## src/rtl/li_expander.sv

```systemverilog
`default_nettype none
// ============================================================================
// Module   : li_expander
// Function : Converts (rd, 32-bit constant) into the shortest LA32R
//            load-immediate sequence: one word, or lu12i.w followed by ori.
// Revision : 1.0 - initial release
// ============================================================================
module li_expander #(
    parameter logic [31:0] NOP_WORD = 32'h0340_0000
) (
    input  logic        clk,
    input  logic        resetn,
    input  logic        req_valid,
    output logic        req_ready,
    input  logic [4:0]  req_rd,
    input  logic [31:0] req_imm,
    output logic        ins_valid,
    input  logic        ins_ready,
    output logic [31:0] ins_word,
    output logic        ins_last,
    output logic        busy
);

    localparam logic [1:0] c_st_idle = 2'd0;
    localparam logic [1:0] c_st_last = 2'd1;
    localparam logic [1:0] c_st_head = 2'd2;

    localparam logic [9:0] c_op_addi  = 10'b0000001010;
    localparam logic [9:0] c_op_ori   = 10'b0000001110;
    localparam logic [6:0] c_op_lu12i = 7'b0001010;

    logic [1:0]  r_state;
    logic [31:0] r_word;
    logic [31:0] r_pending;

    logic        w_accept;
    logic        w_two;
    logic        w_fits_s12;
    logic        w_fits_u12;
    logic        w_low_zero;
    logic [31:0] w_first;
    logic [31:0] w_second;

    // Classification order matters: the signed-12 form wins over ori when both fit.
    always_comb begin
        w_fits_s12 = (req_imm[31:11] == 21'h00_0000) || (req_imm[31:11] == 21'h1F_FFFF);
        w_fits_u12 = (req_imm[31:12] == 20'h0_0000);
        w_low_zero = (req_imm[11:0] == 12'h000);
        w_two      = 1'b0;
        w_second   = 32'h0000_0000;
        if (req_rd == 5'd0) begin
            w_first = NOP_WORD;
        end else if (w_fits_s12) begin
            w_first = {c_op_addi, req_imm[11:0], 5'd0, req_rd};
        end else if (w_fits_u12) begin
            w_first = {c_op_ori, req_imm[11:0], 5'd0, req_rd};
        end else if (w_low_zero) begin
            w_first = {c_op_lu12i, req_imm[31:12], req_rd};
        end else begin
            w_first  = {c_op_lu12i, req_imm[31:12], req_rd};
            w_second = {c_op_ori, req_imm[11:0], req_rd, req_rd};
            w_two    = 1'b1;
        end
    end

    assign req_ready = (r_state == c_st_idle) || ((r_state == c_st_last) && ins_ready);
    assign w_accept  = req_valid && req_ready;

    always_ff @(posedge clk or negedge resetn) begin
        if (!resetn) begin
            r_state   <= c_st_idle;
            r_word    <= 32'h0000_0000;
            r_pending <= 32'h0000_0000;
        end else begin
            case (r_state)
                c_st_idle, c_st_last: begin
                    // Accept in LAST coincides with the final-word handshake, so no bubble.
                    if (w_accept) begin
                        r_word    <= w_first;
                        r_pending <= w_second;
                        r_state   <= w_two ? c_st_head : c_st_last;
                    end else if ((r_state == c_st_last) && ins_ready) begin
                        r_state <= c_st_idle;
                    end
                end
                c_st_head: begin
                    if (ins_ready) begin
                        r_word    <= r_pending;
                        r_pending <= 32'h0000_0000;
                        r_state   <= c_st_last;
                    end
                end
                default: begin
                    r_state <= c_st_idle;
                end
            endcase
        end
    end

    assign ins_valid = (r_state != c_st_idle);
    assign ins_last  = (r_state == c_st_last);
    assign busy      = (r_state != c_st_idle);
    assign ins_word  = r_word;

endmodule
`default_nettype wire

```

## config.mk

```make
export PLATFORM = sky130hd
export DESIGN_NAME = li_expander
export DESIGN_NICKNAME = d
export VERILOG_FILES = /design/src/rtl/li_expander.sv
export SDC_FILE = /design/constraint.sdc
export NUM_CORES = 1
export LEC_CHECK = 0
export CAP_MARGIN = 15
export CORE_UTILIZATION = 45
export CTS_BUF_LIST = sky130_fd_sc_hd__clkbuf_2 sky130_fd_sc_hd__clkbuf_4 sky130_fd_sc_hd__clkbuf_8
export DETAILED_ROUTE_END_ITERATION = 10
export GPL_ROUTABILITY_DRIVEN = 0
export GPL_TIMING_DRIVEN = 0
export MAX_ROUTING_LAYER = met4
export PLACE_DENSITY = 0.78
export SETUP_SLACK_MARGIN = 0.02
export SLEW_MARGIN = 20
export SYNTH_ARGS = -nofsm -noshare
export SYNTH_HDL_FRONTEND = slang
export SYNTH_SLANG_ARGS = --single-unit
```

## constraint.sdc

```tcl
create_clock -name clk -period 1.9 [get_ports clk]
set_input_delay 0.19 -clock clk [delete_from_list [all_inputs] [get_ports clk]]
set_output_delay 0.19 -clock clk [all_outputs]
set_load 0.01 [all_outputs]
```

==> results of run 1 <==
## power breakdown
group,switching (mW),internal [mW],leakage [nW]
Clock,0.331,0.400,0.0547
Combinational,1.17,1.31,0.971
Sequential,0.273,1.46,0.584
Total,1.78,3.17,1.61
## repair_timing
| item | 4_1_cts | 5_1_grt |
|---|---|---|
| pin swaps | 5 | 10 |
| buffers inserted | 2 | 8 |
| endpoints found under the hold margin | 22 | 0 |
| gates cloned | 0 | 1 |
| hold buffers | 1 | 0 |
| gates resized for setup | 19 | 38 |
| endpoints found under the setup margin | 44 | 44 |
## per-layer routing
layer | up-vias | part of all wire
met3 | 21 | 0.069
met4 | 0 | 0.014
met5 | - | 0
li1 | 1095 | -
met1 | 1213 | 0.44
met2 | 126 | 0.48
## tightest hold or removal path, delay by kind of cell
| family | cells | cell delay [ps] |
|---|---|---|
| AOI/OAI and AO/OA | 1 | 80 |
| buffers and inverters | 1 | 160 |
| and+or+nand+nor | 1 | 90 |
## cell families after synthesis
logic type      share of synthesized area
buf+inv                            0.0542
other cells                       0.00158
flops                               0.494
mux                               0.00894
compound gates                      0.213
simple gates                        0.228
## state kept, by name, indices dropped and copies added, names as in the netlist
register and cells:
r_state 2, r_pending 18, ins_word 27
## area by class of cell
cell class	count	area, µm²
well taps	70	87.6
repair buffers	84	836
clock inverters	1	30.0
inverters	1	3.75
fillers	415	1550
multi-input cells	178	1190
flip-flops and latches	47	1180
clock buffers	6	76.3
plain buffers	23	153
## stage by stage
stage / TNS, ps / setup slack, ps / instance area (µm²)
after floorplan: 0 / 201 / 2390
after global placement: -41800 / -669 / 3190
after detailed placement: -11390 / -394 / 3200
after CTS: 0 / 28.3 / 3370
after global routing: -1.70 / -1.70 / 3550
final: 0 / 36.6 / 3550
## cell usage after synthesis
| cell | number | area share |
|---|---|---|
| dfrtp_1 | 47 | 0.49 |
| nand2_1 | 44 | 0.069 |
| a22o_1 | 17 | 0.063 |
| nand4_1 | 16 | 0.042 |
| o21ai_0 | 15 | 0.032 |
| nor2_1 | 14 | 0.022 |
| o211ai_1 | 12 | 0.038 |
| a221o_1 | 10 | 0.042 |
| clkbuf_1 | 10 | 0.016 |
| nor4_1 | 8 | 0.021 |
| and3_1 | 7 | 0.018 |
| buf_4 | 6 | 0.019 |
| buf_2 | 4 | 0.0084 |
| a21o_1 | 3 | 0.0095 |
| a21oi_1 | 3 | 0.0063 |
| buf_1 | 3 | 0.0047 |
| nand3_1 | 3 | 0.0063 |
| nor2b_1 | 3 | 0.0079 |
| a31oi_1 | 2 | 0.0053 |
| nor3_1 | 2 | 0.0042 |
| a221oi_1 | 1 | 0.0037 |
| and3_4 | 1 | 0.0047 |
| buf_6 | 1 | 0.0047 |
| conb_1 | 1 | 0.0016 |
| inv_1 | 1 | 0.0016 |
| mux2_2 | 1 | 0.0047 |
| mux2i_1 | 1 | 0.0042 |
| nor2_4 | 1 | 0.0047 |
| nor2_8 | 1 | 0.0084 |
| nor4b_2 | 1 | 0.0063 |
| o21ai_2 | 1 | 0.0037 |
| o21bai_1 | 1 | 0.0032 |
| o2bb2ai_1 | 1 | 0.0037 |
| o311ai_0 | 1 | 0.0037 |
| or2_1 | 1 | 0.0026 |
| or2_2 | 1 | 0.0026 |
| or3_1 | 1 | 0.0026 |
| or4_4 | 1 | 0.0047 |
## how the worst max path moves through the flow
stage / slack, ps / cells after the start / startpoint / to
after floorplan: 200 / 7 / r_state[1] / r_pending[8]
after global placement: -670 / 1 / resetn / ins_word[18]
after detailed placement: -390 / 7 / req_valid / r_pending[17]
after CTS: 30 / 7 / req_imm[23] / ins_word[7]
after global routing: -2 / 7 / req_imm[22] / ins_word[6]
final: 40 / 7 / req_imm[15] / ins_word[7]
==> flow_summary_export.csv, run 1 <==
group,metric,value,unit
place,place_hpwl,5.12,mm
route,detail_route.wl_per_cell,17.8,µm
grt,globalRoute.totalOverflow,0,
worst_setup_path,rr_startpoint,"r_state[1]",
finish,drive_above_1_share,0.174,
worst_setup_path,path_max_fanout,10,
clock_tree,cts-htree-levels,2,
pwr,total_power,4.95,mW
worst_setup_path,r2r_setup_slack,80,ps
worst_setup_path,data_required_time_of_the_critical_path,2090,ps
logic_synthesis,yosysWarnings,0,
clock_tree,worst_case_clock_buffer_depth,2,
worst_setup_path,cp_slowest_cell,"clkdlybuf4s50_1",
die,io-pin-count,77,
die,die_w,74.7,µm
pwr,p_leak,1.61,nW
worst_setup_path,criticalPathCategory,"input pin to flop",
worst_setup_path,rr_endpoint,"r_pending[14]",
sta,worst_pin_slew,573,ps
worst_setup_path,cp_top_family,"simple AND/OR/NAND/NOR gates",
worst_setup_path,critPathBufInv,2,
clock_tree,clock_sink_count,47,
die,initial_utilization,0.466,
worst_hold_path,hold-path-cell-count,3,
grt,gr-max-usage-layer,"met2",
worst_setup_path,crit_chain,"clkdlybuf4s50_1 > nand4_1 > nor2_1 > nand3_1 > and3_4 > buf_6 > a221o_1",
route,drt_pre_antenna_iters,6,
finish,final_nets,381,
clock_tree,clock_insertion_delay_worst_skew,300,ps
logic_synthesis,yosysSeqAreaShare,0.494,
sta,hold-worst-slack,266,ps
clock_tree,cts_inserted_buffers,5,
finish,antennaDiodeCount,0,
sta,slew_viol_final,0,
worst_hold_path,hold_path_class,"input pin to flop",
route,routed_via_density,5.99,
route,vias,2455,
place,buffer_ports.inserted,71,
sta,slew_headroom,0.618,
worst_hold_path,hold_path_end,"ins_word[20]",
sta,finalHoldViolCount,0,
grt,grt_pass1_wl,11.5,mm
die,core-area,0.00511,mm²
sta,setup_viol,0,
logic_synthesis,synth_area_per_cell,9.63,µm²
finish,final_util,0.696,
pwr,p_per_area,1390,mW/mm²
finish,final-instance-count-excl-fill,410,
sta,fin_skew,4.83,ps
clock_tree,cts_root_buf,"clkbuf_8",
route,first_iter_violations,317,
die,fp-row-count,26,
worst_setup_path,start_kind,"input pin",
grt,global_route.usage.met1,0.377,
sta,final.min_clock_period,1860,ps
worst_setup_path,crit_arrival,2050,ps
logic_synthesis,post_synthesis_instance_total,247,
sta,timing.final.crit_share,0.981,
job,max-cap-violations,0,
grt,use_met3,0.0442,
worst_setup_path,endpoint_kind,"flop",
logic_synthesis,synth-seq-cells,47,
grt,globalRouteTotalUtil,0.280,
worst_setup_path,timing.critical_path.slowest_cell_delay,570,ps
grt,grtUsageMet2,0.453,
grt,antenna_violations_before_repair,0,
pwr,vdd_drop_max,0.703,mV
die,area_of_the_die,0.00558,mm²
logic_synthesis,mappedNetlistArea,0.00238,mm²
route,wirelength,7.29,mm
die,chipHeight,74.7,µm
route,drc,0,
status,status,"completed",
place,placed_cells,392,
route,antenna_left,0,
sta,fmax,537,MHz
clock_tree,cts_tree,"done",
finish,layout_common_cells,"clkdlybuf4s50_1, dfrtp_1, nand2_1",
clock_tree,clk_pin_slew,90,ps
logic_synthesis,netlist-cell-type-count,38,
grt,first_global_vias,2368,
grt,grt_max_degree,26,
finish,layout_commonest_cell,"clkdlybuf4s50_1",
worst_setup_path,reg2regPathDepth,8,
worst_hold_path,hold_start,"req_imm[27]",
finish,areaGrowthSynthToFinish,49.3,%
(Power assumes the default switching activity.)
==> run 2, diff against run 1 <==
Settings changed: SKIP_CTS_REPAIR_TIMING from default to 1.
==> run 2 against run 1 <==
Against the previous run: clock power is 1% higher; cell count up 0.24%; clock-buffer cell count is the same; critical path type unchanged; critical path depth stayed put; first-iteration DRC count is 35% lower; design area fell by 0.42%; sequential power about the same; fmax is 1.5% higher; die area unchanged; register-to-register slack hardly changed; clock skew rose by 1.9 ps.
==> flow_summary_export.csv, run 2 (synthesis gave the netlist of run 1 again) <==
group,metric,value,unit
status,status,"completed",
finish,final_nets,382,
die,chipHeight,74.7,µm
route,wirelength,7.35,mm
sta,fmax,545,MHz
sta,slew_headroom,0.635,
finish,layout_common_cells,"clkdlybuf4s50_1, dfrtp_1, nand2_1",
route,first_iter_violations,205,
pwr,p_per_area,1390,mW/mm²
worst_setup_path,crit_arrival,2020,ps
route,vias,2474,
die,fp-row-count,26,
sta,setup_viol,0,
finish,drive_above_1_share,0.170,
route,drc,0,
route,routed_via_density,6.02,
worst_setup_path,crit_chain,"clkdlybuf4s50_1 > nand2_1 > nor2_1 > nand3_1 > and3_4 > buf_6 > a221o_1",
die,io-pin-count,77,
worst_hold_path,hold_start,"req_rd[3]",
sta,worst_pin_slew,548,ps
route,antenna_left,0,
sta,slew_viol_final,0,
job,max-cap-violations,0,
grt,grt_max_degree,26,
worst_setup_path,reg2regPathDepth,8,
finish,largest_reg_flops,27,
route,drt_pre_antenna_iters,5,
finish,antennaDiodeCount,0,
die,die_w,74.7,µm
worst_setup_path,start_kind,"input pin",
pwr,vdd_drop_max,0.705,mV
sta,fin_skew,6.78,ps
sta,setup_slack,64.4,ps
worst_setup_path,data_required_time_of_the_critical_path,2090,ps
worst_setup_path,rr_startpoint,"r_state[1]",
grt,first_global_vias,2310,
place,place_hpwl,5.12,mm
die,initial_utilization,0.466,
worst_setup_path,critical_path_start,"req_imm[11]",
grt,antenna_violations_before_repair,0,
worst_setup_path,rr_endpoint,"r_pending[6]",
worst_setup_path,crit_end,"ins_word[7]",
clock_tree,clk_pin_slew,90,ps
clock_tree,clock_insertion_delay_worst_skew,300,ps
sta,timing.setup.tns,0,ps
clock_tree,clock_sink_count,47,
grt,grt_pass1_wl,11.2,mm
place,buffer_ports.inserted,71,
worst_setup_path,path_max_fanout,10,
die,core-area,0.00511,mm²
worst_setup_path,endpoint_kind,"flop",
grt,globalRoute.totalOverflow,0,
clock_tree,cts-htree-levels,2,
finish,final.fill_count,424,
clock_tree,worst_case_clock_buffer_depth,2,
clock_tree,cts_tree,"done",
finish,final-instance-count-excl-fill,411,
worst_hold_path,hold_path_class,"input pin to flop",
finish,areaGrowthSynthToFinish,48.7,%
sta,final.min_clock_period,1840,ps
finish,layout_commonest_cell,"clkdlybuf4s50_1",
worst_setup_path,criticalPathCategory,"input pin to flop",
place,place_ws,-394,ps
route,detail_route.wl_per_cell,17.9,µm
sta,hold-worst-slack,212,ps
die,area_of_the_die,0.00558,mm²
clock_tree,cts_inserted_buffers,5,
sta,timing.final.crit_share,0.966,
place,placed_cells,392,
grt,globalRouteTotalUtil,0.274,
worst_setup_path,r2r_setup_slack,70,ps
worst_setup_path,timing.critical_path.slowest_cell_delay,610,ps
sta,finalHoldViolCount,0,
pwr,p_leak,1.65,nW
clock_tree,cts_root_buf,"clkbuf_8",
worst_setup_path,cp_slowest_cell,"clkdlybuf4s50_1",
==> run 2: stage by stage <==
step | power (mW) | utilization | cell area (µm²)
finish | 4.93 | 0.693 | 3540
floorplan | 2.90 | - | 2390
global route | 5.25 | 0.693 | 3540
CTS | 4.74 | 0.648 | 3310
global placement | 3.96 | 0.624 | 3190
detailed placement | 4.02 | 0.627 | 3200
==> run 2: worst min path at each step <==
stage	end	slack (ps)	cells after the start
2_1_floorplan	ins_word[0]	-110	0
3_3_place_gp	ins_word[25]	470	1
3_5_place_dp	r_pending[8]	210	1
4_1_cts	r_pending[8]	-110	1
5_1_grt	r_pending[8]	230	2
6_report	r_pending[8]	210	2
==> run 2: area by class of cell <==
| cell class | count | area [µm²] | share of cell area |
|---|---|---|---|
| Buffer | 23 | 148 | 0.0417 |
| Clock buffer | 6 | 76.3 | 0.0216 |
| Clock inverter | 1 | 30.0 | 0.00849 |
| Inverter | 1 | 3.75 | 0.00106 |
| Multi-Input combinational cell | 178 | 1150 | 0.325 |
| Sequential cell | 47 | 1180 | 0.332 |
| Tap cell | 70 | 87.6 | 0.0248 |
| Timing Repair Buffer | 85 | 866 | 0.245 |
==> run 2: where the power goes <==
group	internal, mW	switching [mW]	total (mW)
logic	1.30	1.16	2.47
registers	1.46	0.270	1.73
clock network	0.401	0.339	0.740
==> run 2: routing by layer <==
metal / wire length (µm) / GRT usage / vias up / part of all wire
li1: - / - / 1103 / -
met1: 3180 / 0.371 / 1204 / 0.43
met2: 3490 / 0.437 / 151 / 0.48
met3: 562 / 0.0495 / 16 / 0.076
met4: 114 / 0.0503 / 0 / 0.016
met5: 0 / - / - / 0
==> run 2: worst max-delay path: cells and delay by family <==
kind                   cells  cell delay, ps
buffers and inverters      2             750
AND/OR/NAND/NOR            4             730
AO/OA/AOI/OAI              1             340
